$ cat config.mk
export PLATFORM = sky130hd
export DESIGN_NAME = store_fifo
export DESIGN_NICKNAME = d
export VERILOG_FILES = /design/src/rtl/store_fifo.sv
export SDC_FILE = /design/constraint.sdc
export NUM_CORES = 1
export LEC_CHECK = 0
export ABC_AREA = 1
export BUFFER_PORTS_ARGS = -buffer_cell sky130_fd_sc_hd__clkbuf_2
export CAP_MARGIN = 20
export CORE_ASPECT_RATIO = 1.75
export CORE_MARGIN = 4
export CORE_UTILIZATION = 60
export CTS_CLUSTER_SIZE = 8
export DETAILED_ROUTE_END_ITERATION = 6
export PLACE_DENSITY_LB_ADDON = 0.08
export SYNTH_ARGS = -nofsm -noshare
export SYNTH_HDL_FRONTEND = slang
export SYNTH_SLANG_ARGS = --single-unit
$ cat constraint.sdc
create_clock -name clk -period 9.8 [get_ports clk]
set_clock_uncertainty 0.15 [all_clocks]
set_input_delay 0.98 -clock clk [delete_from_list [all_inputs] [get_ports clk]]
set_output_delay 0.98 -clock clk [all_outputs]
set_load 0.02 [all_outputs]
$ cat src/rtl/store_fifo.sv
// rtl/store_fifo.sv - committed-store buffer draining in order over an AXI-Lite write master
module store_fifo #(
    parameter int DEPTH = 4
) (
    input  logic        clk,
    input  logic        reset,
    input  logic [31:0] datafifo_addr_in,
    input  logic [31:0] datafifo_val_in,
    input  logic [1:0]  datafifo_size_in,
    input  logic        datafifo_valid_in,
    output logic        datafifo_full,
    output logic        datafifo_empty,
    output logic [31:0] axil_data_awaddr,
    output logic        axil_data_awvalid,
    input  logic        axil_data_awready,
    output logic [31:0] axil_data_wdata,
    output logic [3:0]  axil_data_wstrb,
    output logic        axil_data_wvalid,
    input  logic        axil_data_wready,
    input  logic [1:0]  axil_data_bresp,
    input  logic        axil_data_bvalid,
    output logic        axil_data_bready,
    output logic        store_fault_valid,
    output logic [31:0] store_fault_addr
);
    localparam int AW = $clog2(DEPTH);
    localparam logic [AW:0] FULL_CNT = (AW + 1)'(DEPTH);

    typedef enum logic [1:0] {IDLE, REQ, RESP} state_t;

    logic [31:0] addr_mem [DEPTH];
    logic [31:0] val_mem  [DEPTH];
    logic [1:0]  size_mem [DEPTH];

    logic [AW-1:0] wr_ptr, rd_ptr;
    logic [AW:0]   count;
    state_t        state, state_nx;
    logic          aw_done, w_done, aw_done_nx, w_done_nx;
    logic          push, pop, bus_err;
    logic [31:0]   head_addr, head_val;
    logic [1:0]    head_size;

    assign datafifo_full  = (count == FULL_CNT);
    assign datafifo_empty = (count == '0) && (state == IDLE);
    assign push    = datafifo_valid_in && !datafifo_full;
    assign pop     = (state == RESP) && axil_data_bvalid;
    assign bus_err = pop && (axil_data_bresp != 2'b00);

    assign head_addr = addr_mem[rd_ptr];
    assign head_val  = val_mem[rd_ptr];
    assign head_size = size_mem[rd_ptr];

    // Entry storage needs no reset: count gates every read of it.
    always_ff @(posedge clk) begin
        if (push) begin
            addr_mem[wr_ptr] <= datafifo_addr_in;
            val_mem[wr_ptr]  <= datafifo_val_in;
            size_mem[wr_ptr] <= datafifo_size_in;
        end
    end

    always_ff @(posedge clk or negedge reset) begin
        if (!reset) begin
            wr_ptr            <= '0;
            rd_ptr            <= '0;
            count             <= '0;
            state             <= IDLE;
            aw_done           <= 1'b0;
            w_done            <= 1'b0;
            store_fault_valid <= 1'b0;
            store_fault_addr  <= '0;
        end else begin
            state   <= state_nx;
            aw_done <= aw_done_nx;
            w_done  <= w_done_nx;
            if (push) wr_ptr <= wr_ptr + AW'(1);
            if (pop)  rd_ptr <= rd_ptr + AW'(1);
            case ({push, pop})
                2'b10:   count <= count + (AW + 1)'(1);
                2'b01:   count <= count - (AW + 1)'(1);
                default: count <= count;
            endcase
            store_fault_valid <= bus_err;
            if (bus_err) store_fault_addr <= head_addr;
        end
    end

    always_comb begin
        state_nx          = state;
        aw_done_nx        = aw_done;
        w_done_nx         = w_done;
        axil_data_awvalid = 1'b0;
        axil_data_wvalid  = 1'b0;
        axil_data_bready  = 1'b0;
        case (state)
            IDLE: if (count != '0) state_nx = REQ;
            REQ: begin
                axil_data_awvalid = !aw_done;
                axil_data_wvalid  = !w_done;
                // Handshakes landing this cycle count toward completion.
                if ((aw_done || axil_data_awready) && (w_done || axil_data_wready)) begin
                    state_nx   = RESP;
                    aw_done_nx = 1'b0;
                    w_done_nx  = 1'b0;
                end else begin
                    aw_done_nx = aw_done || axil_data_awready;
                    w_done_nx  = w_done || axil_data_wready;
                end
            end
            RESP: begin
                axil_data_bready = 1'b1;
                if (axil_data_bvalid) state_nx = IDLE;
            end
            default: state_nx = IDLE;
        endcase
    end

    assign axil_data_awaddr = {head_addr[31:2], 2'b00};

    always_comb begin
        axil_data_wdata = head_val;
        axil_data_wstrb = 4'b1111;
        case (head_size)
            2'd0: begin
                axil_data_wdata = {4{head_val[7:0]}};
                axil_data_wstrb = 4'b0001 << head_addr[1:0];
            end
            2'd1: begin
                axil_data_wdata = {2{head_val[15:0]}};
                axil_data_wstrb = 4'b0011 << {head_addr[1], 1'b0};
            end
            default: ;
        endcase
    end
endmodule

==> results of run 1 <==
-- path summary, 6_finish.rpt --
kind / startpoint / endpoint / slack, ns / depth (start not counted)
min reg2reg: store_fault_addr[22] / store_fault_addr[22] / 0.33 / 2
min in group asynchronous: reset / store_fault_addr[8] / 0.40 / 2
min: store_fault_addr[22] / store_fault_addr[22] / 0.33 / 2
max: rd_ptr[0] / axil_data_wdata[15] / 4.99 / 9
max reg2reg: rd_ptr[0] / store_fault_addr[2] / 7.02 / 8
max in group asynchronous: reset / rd_ptr[0] / 8.63 / 2
-- Yosys cell counts (4+ instances only) --
cell / n
edfxtp_1: 264
buf_2: 28
ha_1: 5
o21ai_1: 28
buf_4: 38
nand2_1: 450
clkbuf_1: 12
dfrtp_1: 44
or2_2: 8
o21ai_0: 48
buf_1: 4
nor2_1: 49
buf_6: 4
nand3_1: 86
inv_1: 84
xor2_1: 4
-- state kept, by name, indices dropped and copies added (netlist names) --
name               flops
aw_done                1
store_fault_valid      1
store_fault_addr      32
rd_ptr                 2
val_mem              128
w_done                 1
size_mem               8
addr_mem             128
state                  2
count                  3
wr_ptr                 2
-- report_power, final --
group / internal (mW) / total (mW) / switching [mW]
clock network: 0.854 / 1.35 / 0.493
registers: 1.76 / 1.87 / 0.114
logic: 0.562 / 2.05 / 1.49
total: 3.17 / 5.27 / 2.10
-- critical path: cells and delay by family (launching register included) --
family,cells,cell delay [ns]
DFF,1,0.66
buffers and inverters,3,1.39
and+or+nand+nor,6,1.04
-- final cells by class --
cell class | count | area [µm²] | area share [%]
diodes | 1 | 2.502 | 0.01682
inverters | 87 | 329.1 | 2.212
clock buffers | 62 | 1190 | 7.998
flip-flops and latches | 308 | 9034 | 60.72
clock inverters | 3 | 47.55 | 0.3196
multi-input cells | 691 | 2964 | 19.92
repair buffers | 189 | 996.0 | 6.694
well taps | 252 | 315.3 | 2.119
-- per-layer routing --
| metal | part of all wire (%) | routed length (µm) |
|---|---|---|
| met1 | 38 | 10390 |
| met2 | 53 | 14810 |
| met3 | 5.9 | 1640 |
| met4 | 3.0 | 843 |
| met5 | 0.047 | 13 |
-- cells by family (layout without fill, tap and decap cells) --
kind of cell | after synthesis | in the layout | synth area share, %
AND/OR/NAND/NOR | 596 | 596 | 18.50
AO/OA/AOI/OAI | 81 | 81 | 3.261
XOR/XNOR | 5 | 5 | 0.3417
adder cells (fa/ha/maj) | 6 | 6 | 0.6443
flip-flops | 308 | 308 | 70.45
other | 1 | 3 | 0.02926
multiplexers | 1 | 1 | 0.08786
buffers and inverters | 173 | 341 | 6.687
==> impl_metrics.env, run 1 <==
export IMPL_status="complete, no violations"
export IMPL_layout_nets=1401
export IMPL_placed_area_um2=13610
export IMPL_rows=70
export IMPL_final_layout_size_suffix_gt1_share_pct=19.25
export IMPL_clock_sinks=308
export IMPL_design_core_area_um2=20930
export IMPL_path_common_cell="nand2_1"
export IMPL_cpPeakStageDelay_ns=0.79
export IMPL_area_growth_pct=16.09
export IMPL_die_h_um=201.3
export IMPL_wl_um=27700
export IMPL_antenna_found_initial=2
export IMPL_die_w_um=118.5
export IMPL_dr_total_vias=8534
export IMPL_synth_top_cell_area_share_pct=61.86
export IMPL_min_path_type="flop to flop"
export IMPL_layout_common_cells="nand2_1 (450), edfxtp_1 (264), clkbuf_2 (177)"
export IMPL_cts_max_level=2
export IMPL_cts_setup_buffers=0
export IMPL_setup_slack_ns=4.986
export IMPL_setup_tns_ns=0
export IMPL_synth_top_cell_by_area="edfxtp_1"
export IMPL_postSynthCellCount=1171
export IMPL_worstMarginPinSlew_ns=1.011
export IMPL_start_util_pct=61.23
export IMPL_end_kind="output pin"
export IMPL_grt_pass1_wl_um=43610
export IMPL_cts_root_buf="clkbuf_16"
export IMPL_crit_fanout=85
export IMPL_holdBufCountCts=0
export IMPL_vias_per_cell=5.357
export IMPL_grt_use_met2_pct=43.42
export IMPL_async_reset_ff_share_pct=14.29
export IMPL_design_area_um2=14880
export IMPL_grtUsageMet1_pct=25.62
export IMPL_path_clk_slew_ns=0.05
export IMPL_portBuffers=177
export IMPL_globalRoute_totalOverflow=0
export IMPL_cts_buffer_depth=3
export IMPL_place_congestion=0.7527
export IMPL_postSynthAreaPerCell_um2=10.94
export IMPL_crit_slowest_cell="buf_4"
export IMPL_route_detailed_drc=0
export IMPL_grt_pass1_vias=8702
export IMPL_busiest_layer="met2"
export IMPL_startpoint_type="flop"
export IMPL_fin_crit_sh_pct=49.12
export IMPL_maxSlewHeadroom_pct=32.57
export IMPL_use_met3_pct=4.134
export IMPL_antenna_left=0
export IMPL_ys_warn_count=0
export IMPL_leakage_nw=6.543
export IMPL_crit_path_cell_trace="inv_4 -> buf_4 -> nand2_1 -> nand3_1 -> nand2_1 -> nand2_2 -> nand2_1 -> nand2_1 -> clkbuf_2"
export IMPL_whs_ns=0.3252
export IMPL_cp_required_ns=8.67
export IMPL_min_period_ns=4.814
export IMPL_worstPathArrival_ns=3.68
export IMPL_power_total_mw=5.271
export IMPL_instances_no_fill=1593
export IMPL_cts_tree="yes"
export IMPL_cts_resized=0
export IMPL_drt_wirelength_per_cell_um=17.39
export IMPL_synth_area_um2=12820
export IMPL_ys_top_cells_by_area="edfxtp_1 (62%), nand2_1 (13%), dfrtp_1 (8.6%), nand3_1 (3.4%), inv_1 (2.5%)"
export IMPL_clock_fmax_mhz=207.7
export IMPL_grt_max_degree=101
export IMPL_synth_top_flop_cell="edfxtp_1"
export IMPL_hpwl_um=16440
export IMPL_grt_use_total_pct=23.21
export IMPL_ios=180
export IMPL_n_fill_cell=1520
export IMPL_final_common_cell="nand2_1"
export IMPL_fp_dieArea_um2=23850
export IMPL_seq_area_frac_synth_pct=70.45
export IMPL_drv_slew=0
export IMPL_rsz0062_at_grt="false"
export IMPL_fin_util_pct=71.08
export IMPL_p_per_area_nw_per_um2=354.3
export IMPL_synth_seq_cells=308
export IMPL_insertion_delay_ns=0.52
export IMPL_cts_made_buffers=44
export IMPL_critical_path_class="flop to output pin"
export IMPL_dr_pass1_iters=5
export IMPL_finalSetupViolCount=0
export IMPL_post_place_ws_ns=5.486
export IMPL_drt_iter0_drc=504
export IMPL_hold_violations=0
export IMPL_cap_violations=0
export IMPL_vdd_drop_max_mv=0.2296
export IMPL_synth_edf_count=264
export IMPL_dp_cells=1526
export IMPL_synth_distinct_cells=29
Note: power is estimated with default switching activity, not from simulation.
==> run 2: changes to the inputs <==
- CORE_UTILIZATION: 60 -> 57
- clock period: 9.8 -> 4.9 ns (I/O delays scaled with it)
==> impl_metrics.env, run 2 (same netlist as run 1, synthesis figures left out) <==
export IMPL_leakage_nw=6.535
export IMPL_critical_path_class="flop to output pin"
export IMPL_design_core_area_um2=22160
export IMPL_grt_use_total_pct=22.24
export IMPL_vias_per_cell=5.132
export IMPL_rsz0062_at_grt="false"
export IMPL_seq_area_um2=9034
export IMPL_top_regs="addr_mem: 128 flops, val_mem: 128 flops, store_fault_addr: 32 flops"
export IMPL_drt_wirelength_per_cell_um=16.79
export IMPL_hpwl_um=16500
export IMPL_rows=72
export IMPL_fin_crit_sh_pct=83.38
export IMPL_grt_pass1_wl_um=42570
export IMPL_p_per_area_nw_per_um2=704.8
export IMPL_n_fill_cell=1718
export IMPL_layout_common_cells="nand2_1 (450), edfxtp_1 (264), clkbuf_2 (177)"
export IMPL_worstPathArrival_ns=3.45
export IMPL_startpoint_type="flop"
export IMPL_insertion_delay_ns=0.52
export IMPL_drt_iter0_drc=512
export IMPL_cts_tree="yes"
export IMPL_vdd_drop_max_mv=0.5601
export IMPL_fin_util_pct=67.36
export IMPL_dr_total_vias=8417
export IMPL_grt_max_degree=71
export IMPL_wl_um=27540
export IMPL_setup_tns_ns=0
export IMPL_antenna_left=0
export IMPL_min_path_type="input pin to flop"
export IMPL_grt_pass1_vias=8158
export IMPL_final_layout_size_suffix_gt1_share_pct=19.16
export IMPL_portBuffers=177
export IMPL_multi_input_area_um2=2969
export IMPL_cts_made_buffers=44
export IMPL_globalRoute_totalOverflow=0
export IMPL_cts_buffer_depth=3
export IMPL_cp_required_ns=4.26
export IMPL_clock_fmax_mhz=244.7
export IMPL_cts_resized=0
export IMPL_route_detailed_drc=0
export IMPL_worstMarginPinSlew_ns=0.9974
export IMPL_die_w_um=121.4
export IMPL_path_clk_slew_ns=0.05
export IMPL_cts_root_buf="clkbuf_16"
export IMPL_min_period_ns=4.086
export IMPL_end_kind="output pin"
export IMPL_antenna_found_initial=3
export IMPL_die_h_um=206.4
export IMPL_layout_nets=1403
export IMPL_cap_violations=0
export IMPL_area_growth_pct=16.47
export IMPL_maxSlewHeadroom_pct=33.35
export IMPL_ios=180
export IMPL_clock_sinks=308
export IMPL_drv_slew=0
export IMPL_finalSetupViolCount=0
export IMPL_cts_max_level=2
export IMPL_dr_pass1_iters=7
export IMPL_final_common_cell="nand2_1"
export IMPL_crit_fanout=70
export IMPL_place_congestion=0.7618
export IMPL_status="complete, no violations"
export IMPL_start_util_pct=57.83
export IMPL_hold_violations=0
export IMPL_fp_dieArea_um2=25040
run 2: stage by stage:
step / hold WS (ns) / cell area (µm²) / total power, mW / cells / setup WS [ns]
global placement: 0.3105 / 13690 / 7.868 / 1572 / 1.384
global route: 0.01694 / 14920 / 11.19 / 1639 / 0.5347
floorplan: 0.04441 / 12820 / 6.839 / 1172 / 0.8510
finish: 0.02997 / 14930 / 10.52 / 1640 / 0.8141
CTS: 0.009519 / 14920 / 10.65 / 1637 / 0.7323
detailed placement: 0.3140 / 13690 / 7.939 / 1572 / 1.303
run 2: area by class of cell:
cell class	instances	area share (%)
clock buffer	63	7.997
antenna	3	0.05029
timing repair buffer	191	6.655
clock inverter	1	0.2012
multi-input combinational	691	19.89
sequential	308	60.52
tap	296	2.481
inverter	87	2.205
run 2: metal layers:
metal	global-route usage, %	vias up	routed length [µm]
met5	0	-	0
met4	8.454	0	755
li1	-	4125	-
met3	4.573	46	1857
met1	25.46	3991	10430
met2	40.55	255	14490
run 2: timing repair:
action	4_1_cts	5_1_grt
buffers inserted	0	0
endpoints found under the hold margin	44	0
hold buffers	1	0
run 2: worst max-delay path: stages (launching register included):
cell      delay [ns]
dfrtp_4         0.88
inv_4           0.31
buf_4           0.37
nand2_1         0.14
nand3_1         0.08
nand2_1         0.46
nand3_1         0.21
nand3_1         0.22
clkbuf_2        0.20
run 2: power by group:
group          internal [mW]  switching [mW]
clock                   1.70           0.978
sequential              3.51           0.263
combinational           1.12            2.95
run 2: final timing paths:
check | slack (ns) | startpoint | end | cells past startpoint
max reg2reg | 2.11 | count[0] | val_mem[2][15] | 4
min | 0.03 | axil_data_bvalid | state[1] | 2
max in group asynchronous | 3.67 | reset | rd_ptr[0] | 3
max | 0.81 | rd_ptr[0] | axil_data_wdata[28] | 8
min in group asynchronous | 0.46 | reset | store_fault_addr[6] | 3
min reg2reg | 0.32 | store_fault_addr[20] | store_fault_addr[20] | 2
